### src/rtl/pressure_pkg.sv
// Shared definitions for the pressure alarm monitor: FSM encoding, default
// qualification thresholds and the run-counter width.
package pressure_pkg;

    localparam int RUN_W           = 4;
    localparam int DEF_TRIP_COUNT  = 4;
    localparam int DEF_CLEAR_COUNT = 8;
    localparam int DEF_TIMEOUT     = 1000;

    typedef enum logic [1:0] {
        ST_NORMAL  = 2'd0,
        ST_SUSPECT = 2'd1,
        ST_ALARM   = 2'd2,
        ST_ACKED   = 2'd3
    } state_t;

    // Increment that sticks at lim instead of wrapping.
    function automatic logic [RUN_W-1:0] sat_inc(input logic [RUN_W-1:0] v,
                                                 input logic [RUN_W-1:0] lim);
        return (v >= lim) ? lim : v + 1'b1;
    endfunction

endpackage

### src/rtl/pressure_watchdog.sv
// Sensor stall detector: raises sensor_fault once TIMEOUT consecutive cycles
// pass without sample_valid; the next sample clears it.
module pressure_watchdog #(
    parameter int TIMEOUT = pressure_pkg::DEF_TIMEOUT
) (
    input  logic clk,
    input  logic rst_n,
    input  logic sample_valid,
    output logic sensor_fault
);
    localparam int              WD_W   = $clog2(TIMEOUT + 1);
    localparam logic [WD_W-1:0] WD_MAX = WD_W'(TIMEOUT);

    logic [WD_W-1:0] watchdog;
    logic [WD_W-1:0] watchdog_n;

    always_comb begin
        watchdog_n = watchdog;
        if (sample_valid) begin
            watchdog_n = '0;
        end else if (watchdog != WD_MAX) begin
            watchdog_n = watchdog + 1'b1;
        end
    end

    always_ff @(posedge clk) begin
        if (!rst_n) begin
            watchdog     <= '0;
            sensor_fault <= 1'b0;
        end else begin
            watchdog     <= watchdog_n;
            sensor_fault <= (watchdog_n == WD_MAX);
        end
    end

endmodule

### src/rtl/pressure_alarm_monitor.sv
// Qualifies the analyzer's per-sample health bit into a latched, acknowledgeable
// alarm with a stalled-sensor flag and a saturating alarm-event counter.
module pressure_alarm_monitor
    import pressure_pkg::*;
#(
    parameter int TRIP_COUNT  = DEF_TRIP_COUNT,
    parameter int CLEAR_COUNT = DEF_CLEAR_COUNT,
    parameter int TIMEOUT     = DEF_TIMEOUT
) (
    input  logic       clk,
    input  logic       rst_n,
    input  logic       sample_valid,
    input  logic       pressure_ok,
    input  logic       alarm_ack,
    output logic       alarm,
    output logic       buzzer,
    output logic       sensor_fault,
    output logic [1:0] state,
    output logic [7:0] alarm_events
);
    localparam logic [RUN_W-1:0] TRIP_LIM  = RUN_W'(TRIP_COUNT);
    localparam logic [RUN_W-1:0] CLEAR_LIM = RUN_W'(CLEAR_COUNT);

    state_t           state_q, state_n;
    logic [RUN_W-1:0] bad_run, bad_run_n;
    logic [RUN_W-1:0] good_run, good_run_n;
    logic [RUN_W-1:0] good_upd;
    logic [7:0]       events_n;
    logic             enter_alarm;
    logic             bad, good;

    assign bad   = sample_valid & ~pressure_ok;
    assign good  = sample_valid &  pressure_ok;
    assign state = state_q;

    pressure_watchdog #(.TIMEOUT(TIMEOUT)) u_watchdog (
        .clk          (clk),
        .rst_n        (rst_n),
        .sample_valid (sample_valid),
        .sensor_fault (sensor_fault)
    );

    // Samples update good_run before any ack decision looks at it.
    assign good_upd = good ? sat_inc(good_run, CLEAR_LIM)
                           : (bad ? '0 : good_run);

    always_comb begin
        // NOTE: every output of this block gets a default first, so no path can infer a latch.
        state_n     = state_q;
        bad_run_n   = bad_run;
        good_run_n  = good_run;
        events_n    = alarm_events;
        enter_alarm = 1'b0;

        case (state_q)
            ST_NORMAL: begin
                if (bad) begin
                    if (TRIP_COUNT == 1) begin
                        enter_alarm = 1'b1;
                    end else begin
                        state_n   = ST_SUSPECT;
                        bad_run_n = RUN_W'(1);
                    end
                end
            end
            ST_SUSPECT: begin
                if (bad) begin
                    if (bad_run + 1'b1 == TRIP_LIM) enter_alarm = 1'b1;
                    else                            bad_run_n   = bad_run + 1'b1;
                end else if (good) begin
                    state_n   = ST_NORMAL;
                    bad_run_n = '0;
                end
            end
            ST_ALARM: begin
                good_run_n = good_upd;
                if (alarm_ack) begin
                    state_n = (good_upd >= CLEAR_LIM) ? ST_NORMAL : ST_ACKED;
                end
            end
            ST_ACKED: begin
                good_run_n = good_upd;
                if (good_upd >= CLEAR_LIM) state_n = ST_NORMAL;
            end
            default: state_n = ST_NORMAL;
        endcase

        if (enter_alarm) begin
            state_n    = ST_ALARM;
            good_run_n = '0;
            if (alarm_events != 8'hFF) events_n = alarm_events + 8'd1;
        end

        if (state_n == ST_NORMAL) begin
            bad_run_n  = '0;
            good_run_n = '0;
        end
    end

    always_ff @(posedge clk) begin
        // NOTE: sequential state uses non-blocking assignments so every flop samples pre-edge values.
        if (!rst_n) begin
            state_q      <= ST_NORMAL;
            bad_run      <= '0;
            good_run     <= '0;
            alarm_events <= '0;
            alarm        <= 1'b0;
            buzzer       <= 1'b0;
        end else begin
            state_q      <= state_n;
            bad_run      <= bad_run_n;
            good_run     <= good_run_n;
            alarm_events <= events_n;
            alarm        <= (state_n == ST_ALARM) || (state_n == ST_ACKED);
            buzzer       <= (state_n == ST_ALARM);
        end
    end

endmodule

### config.mk
export PLATFORM = sky130hd
export DESIGN_NAME = pressure_alarm_monitor
export DESIGN_NICKNAME = d
export VERILOG_FILES = /design/src/rtl/pressure_pkg.sv /design/src/rtl/pressure_watchdog.sv /design/src/rtl/pressure_alarm_monitor.sv
export SDC_FILE = /design/constraint.sdc
export NUM_CORES = 1
export LEC_CHECK = 0
export ABC_AREA = 1
export ABC_CLOCK_PERIOD_IN_PS = 4600
export BUFFER_PORTS_ARGS = -buffer_cell sky130_fd_sc_hd__buf_2
export CAP_MARGIN = 5
export CORE_ASPECT_RATIO = 0.8
export CORE_MARGIN = 3
export CORE_UTILIZATION = 60
export CTS_CLUSTER_SIZE = 20
export DETAILED_ROUTE_END_ITERATION = 10
export GPL_TIMING_DRIVEN = 0
export PLACE_DENSITY = 0.81
export SETUP_SLACK_MARGIN = 0.15
export SLEW_MARGIN = 20
export SYNTH_ARGS = -nofsm -noshare
export SYNTH_HDL_FRONTEND = slang
export SYNTH_SLANG_ARGS = --single-unit
### constraint.sdc
create_clock -name clk -period 4.6 [get_ports clk]
set_clock_uncertainty 0.15 [all_clocks]
set_input_delay 0.23 -clock clk [delete_from_list [all_inputs] [get_ports clk]]
set_output_delay 0.23 -clock clk [all_outputs]
set_load 0.02 [all_outputs]
Word level (Yosys, flattened, before mapping):

Cells that the tools add are included.

* bits of input ports: 5
* word-level logic and storage cells: 60
* bits in registers: 31
* output and inout bits: 13

* bitwise logic cells: 4
* equal/unequal tests: 12
* reduce and logical (&&, ||, !) cells: 9
* $lt $le $gt $ge: 2
* multiplexer cells: 21
* add/sub/neg operators: 4

Operators with widths (count)
* $mux W4: 7
* $mux W10: 2
* $mux W2: 7
* $add A10 B1 Y10 const B: 1
* $eq A10 B10 Y1 const B: 1
* $ne A10 B10 Y1 const B: 1
* $add A4 B1 Y4 const B: 2
* $add A8 B1 Y8 const B: 1
* $eq A2 B2 Y1 const B: 4
* $ge A4 B4 Y1 const B: 2
* $ne A8 B8 Y1 const B: 1
* $pmux W2 S4: 1
* $pmux W4 S2: 1
* $ne A3 B3 Y1 const B: 2
* $eq A4 B3 Y1 const B: 1
* $logic_not A2 Y1: 2
* $reduce_and A4 Y1: 1
* $reduce_or A2 Y1: 2
* $mux W1: 3
* $reduce_or A3 Y1: 1
* $and A1 B1 Y1: 2
* $eq A2 B1 Y1 const B: 1
* $ne A2 B2 Y1 const B: 1
* $not A1 Y1: 2
* other kinds (3): 3

Depth between registers and ports, before layout:

* depth in word-level cells: 11
* mapped depth: 11
* depth with buffers taken out: 11

Hierarchy:

Synthesis repeated with hierarchy kept, for this count alone.

* cells, all modules: 261
* area, all modules: 1740.4 um2

Modules (own cells, without submodules)
* pressure_alarm_monitor: cells each 154, area each 1077.3 um2, times used 1, sequential area each 400.4 um2
* pressure_watchdog: cells each 107, area each 663.1 um2, times used 1, sequential area each 220.2 um2

Worst setup path before layout:

No wires, ideal clock.

* path type: register -> register
* start point: reg alarm_events[0]
* end point: reg alarm_events[2]
* setup time: 71 ps
* stages on the path, launching flop included: 8
* buffers on the path: 1
* required time: 4379 ps
* slack: 2871 ps
* clock period less this slack: 1729 ps
* data arrival time: 1508 ps
* cells stage by stage: dfxtp_1 ha_1 nand3_1 or2_1 buf_6 nand4_2 nand2_1 a21oi_1

* word-level cells in the longest chain between the ends: 2
* elaborated cells on any way between the ends: 3
* classes of those cells: add/sub (1); eq/ne (1); reduce/logical (1)

RTL lines
* start: declaration: line pressure_alarm_monitor.sv:19 `output logic [7:0] alarm_events`
* start signal: assignment: line pressure_alarm_monitor.sv:113 `alarm_events <= events_n;`
* parallel branches: the longest is 2 deep, another holds $add A8 B1 Y8

Parallel ways; which one is timed is not known.
A chain may end at the register's enable or synchronous reset.

Worst setup path after layout:

* start point: reg bad_run[0]
* end point: reg good_run[0]

* word-level cells in the longest chain between the ends: 8

RTL lines
* start: declaration: line pressure_alarm_monitor.sv:25 `logic [RUN_W-1:0] bad_run, bad_run_n;`
* start signal: assignment: line pressure_alarm_monitor.sv:111 `bad_run <= bad_run_n;`
* $add A4 B1 Y4 (*): line pressure_alarm_monitor.sv:68 `if (bad_run + 1'b1 == TRIP_LIM) enter_alarm = 1'b1;`
* $eq A4 B3 Y1 (*): line pressure_alarm_monitor.sv:68
* $mux W1 (*): line pressure_alarm_monitor.sv:68
* $mux W1 (*): line pressure_alarm_monitor.sv:67 `if (bad) begin`
* $mux W1 (*): line pressure_alarm_monitor.sv:55 `case (state_q)`
* $mux W2: line pressure_alarm_monitor.sv:88 `if (enter_alarm) begin`
* $logic_not A2 Y1: line pressure_alarm_monitor.sv:94 `if (state_n == ST_NORMAL) begin`
* $reduce_or A3 Y1 (no source line) (*)
* end signal: assignment: line pressure_alarm_monitor.sv:112 `good_run <= good_run_n;`
* end: declaration: line pressure_alarm_monitor.sv:26 `logic [RUN_W-1:0] good_run, good_run_n;`

Mark *: on every way between the ends. The rest lies on a longest branch, timed or not.

==> impl_summary.txt <==
----------------------------------------------------
[Power and ir drop]
  Proportion of power drawn by flip-flops and latches ... 0.607
  Cell leakage power ... 0.870 nW
  Internal power ... 0.000340 W
  Power density normalized to cell area ... 237 nW/um^2
  Combinational group share of total power ... 0.072
  Peak supply drop ... 272 uV
  Clock power frac ... 0.321
  Share of total power consumed by net switching ... 0.245
  Net switching power figure ... 0.000111 W

[Logic synthesis]
  Syn Inst Count ... 252
  Number of nets produced by synthesis ... 264
  Number of storage elements in the synthesis netlist ... 31
  Yosys warning count ... 0
  Portion of the post-synthesis area used by sequential elements ... 0.358
  Number of distinct library cells after synthesis ... 33
  Cell area after technology mapping ... 1730 um^2
  Post-synthesis area per instance ... 6.87 um^2

[GRT]
  Pin count of the biggest net entering global routing ... 11
  All-Layer GR Usage ... 0.205
  Global-route wire length before repair ... 5610 um
  Grt total ovfl ... 0
  Initial antenna violation count ... 0
  Number of global-route vias before repair ... 1307

[Placed design]
  Post-DP Area ... 1860 um^2
  Final weighted congestion in routability-driven placement ... 0.840
  DP HPWL ... 2580 um
  IO Port Bufs ... 16

[CTS]
  H-Tree Level Count ... 2
  Total CTS buffers ... 5
  Cts-stage hold buffer count ... 0
  Clock-pin slew on the worst setup and hold paths ... 0.10 ns
  Buffer count from post-CTS setup fixing ... 0
  Number of buffers between clock root and the deepest sink ... 2
  Buffer type at the clock tree root ... sky130_fd_sc_hd__clkbuf_4
  Number of sinks handled by clock tree synthesis ... 31
  Insertion delay to the later sink of the worst-skew pair ... 0.32 ns
  Gates resized, CTS repair ... 0
  CTS tree ... done

[Layout]
  Top library cells by usage in the layout, fill and taps aside ... sky130_fd_sc_hd__nand2_1, sky130_fd_sc_hd__nor2_1, sky130_fd_sc_hd__inv_1, sky130_fd_sc_hd__dfxtp_1, sky130_fd_sc_hd__nand3_1
  Filler Cell Count ... 212
  Layout cells sized above 1 ... 0.138
  Antenna diode count ... 0
  Net count reported at finish ... 287
  Final design instance area without fill ... 1910 um^2
  Area growth syn-to-layout ... 10.1%
  Most common library cell in the layout ignoring fill and taps ... sky130_fd_sc_hd__nand2_1

[Critical path]
  Worst Setup Start Kind ... flop
  CP Cell Sequence ... ha_1, inv_1, nand2_1, nand2_1, nor3_4, nand3_2, nand2_1, nand2_2, nand2_2, nor2_1
  Type of destination of the critical path ... flop
  Slowest cell on crit path ... sky130_fd_sc_hd__dfxtp_1
  Endpoint required time on the critical path ... 4.66 ns
  Critical-path maximum fanout ... 6
  Type of the setup path with the least slack ... reg -> reg
  Worst stage delay on the critical path ... 0.42 ns
  Critical path arrival ... 1.86 ns
  Cell repeated most along the worst path ... sky130_fd_sc_hd__nand2_1

[Die]
  Initial standard-cell utilization of the core ... 0.665
  Die ar. ... 3570 um^2
  Die width ... 66.1 um
  Die Ht ... 54.1 um
  Number of rows created at floorplan ... 16
  Floorplan core area ... 2600 um^2
  I/O Pins ... 18

[STA]
  Final number of max-transition violations ... 0
  Total setup violations reported at the end of the flow ... 0
  Actual slew at the worst max-slew pin ... 0.458 ns
  Hold Slack ... 0.0215 ns
  Max Clock Freq ... 0.558 GHz
  Post-route clock period utilization ... 0.390
  Setup repair after global routing missed its margin ... false
  Number of hold-slack violations in the final timing report ... 0
  Summed negative setup slack over all endpoints ... 0 ns
  Time the final worst path needs with I/O delays and setup ... 1.79 ns
  Relative max-transition margin ... 0.695

[Route]
  Routed len/inst ... 10.8 um
  Number of remaining DRC errors ... 0
  DRC violation total after the first TritonRoute iteration ... 111
  Vias ... 1617
  Vias per inst ... 5.18
  Wire length reported by the detailed router ... 3370 um
  Pre-Repair DR Iteration Count ... 4
  Detail Route Antenna Nets ... 0

[Hold path]
  Hold WC Path Type ... in -> reg

[Status]
  Status ... finished, final reports clean

[Flow run]
  # Max-Cap Violations ... 0

----------------------------------------------------
-- worst paths after layout --
path / startpoint / to / slack, ns / cells past startpoint
max reg2reg: bad_run[0]$_SDFFE_PP0P_ / good_run[0]$_SDFFE_PP0P_ / 2.81 / 10
max: bad_run[0]$_SDFFE_PP0P_ / good_run[0]$_SDFFE_PP0P_ / 2.81 / 10
min reg2reg: alarm_events[1]$_SDFFE_PN0P_ / alarm_events[1]$_SDFFE_PN0P_ / 0.37 / 2
min: sample_valid / u_watchdog.watchdog[5]$_SDFF_PN0_ / 0.02 / 2
-- cell type report --
| cell class | instances | area (um^2) | share of cell area |
|---|---|---|---|
| multi-input combinational | 182 | 953 | 0.500 |
| sequential | 31 | 621 | 0.325 |
| inverter | 36 | 135 | 0.0709 |
| timing repair buffer | 16 | 80.1 | 0.0420 |
| clock buffer | 7 | 45.0 | 0.0236 |
| tap | 36 | 45.0 | 0.0236 |
| buffer | 3 | 22.5 | 0.0118 |
| clock inverter | 1 | 5.00 | 0.00262 |
-- synthesized netlist by cell type, drive strengths merged --
cell type	n	area share
o21ai	3	0.0087
nor3b	1	0.0043
nor4	1	0.0036
nor2	38	0.085
a211oi	1	0.0072
ha	7	0.051
clkinv	1	0.0022
a21o	1	0.0043
nor3	6	0.024
a22o	1	0.0051
xnor2	3	0.015
nand2	59	0.14
nand3b	1	0.0043
a22oi	1	0.0043
or2	2	0.0072
dfxtp	31	0.36
o211ai	1	0.0043
a21oi	13	0.038
clkbuf	1	0.0022
buf	2	0.011
nand3	29	0.087
xor2	6	0.030
nand4	8	0.033
inv	35	0.076
-- critical path: cells and delay by family, from the launching register on --
| kind | cells | cell delay, ns |
|---|---|---|
| adder cells (fa/ha/maj) | 1 | 0.20 |
| buffers and inverters | 1 | 0.05 |
| flip-flops | 1 | 0.42 |
| AND/OR/NAND/NOR | 8 | 0.87 |
-- through the flow --
stage	util	setup WS [ns]	std cells	total power, W
after global routing	0.733	2.66	312	0.000474
after floorplan	-	2.87	252	0.000303
after detailed placement	0.713	2.86	304	0.000312
after global placement	0.713	2.88	304	0.000312
after CTS	0.733	2.82	312	0.000456
final	0.733	2.81	312	0.000451
-- power by group through the flow --
stage | logic (W) | clock network [W] | registers [W]
detailed placement | 0.0000322 | 0 | 0.000280
CTS | 0.0000324 | 0.000150 | 0.000274
floorplan | 0.0000234 | 0 | 0.000280
global route | 0.0000368 | 0.000163 | 0.000274
global placement | 0.0000319 | 0 | 0.000280
finish | 0.0000323 | 0.000145 | 0.000274
-- flip-flops by register name, summed over array words and instances, names as in the netlist --
register,count
alarm_events,8
u_watchdog.sensor_fault,1
bad_run,4
u_watchdog.watchdog,10
buzzer,1
state,2
good_run,4
alarm,1
-- kinds of logic (layout without fill, tap and decap cells) --
group           count (synthesis)  count (layout)  synth area share
flops                          31              31             0.358
fa+ha+maj                       7               7            0.0506
compound gates                 21              21            0.0715
simple gates                  145             145             0.383
xor+xnor                        9               9            0.0455
buf+inv                        39              63            0.0910
-- per-layer routing --
metal  vias up  part of all wire  global-route usage
li1        861                 -                   -
met1       711              0.54               0.302
met2        43              0.40               0.298
met3         2             0.054              0.0564
met4         0            0.0053              0.0405
met5         -                 0                   0
No activity file was read; power rests on OpenSTA's default activity.
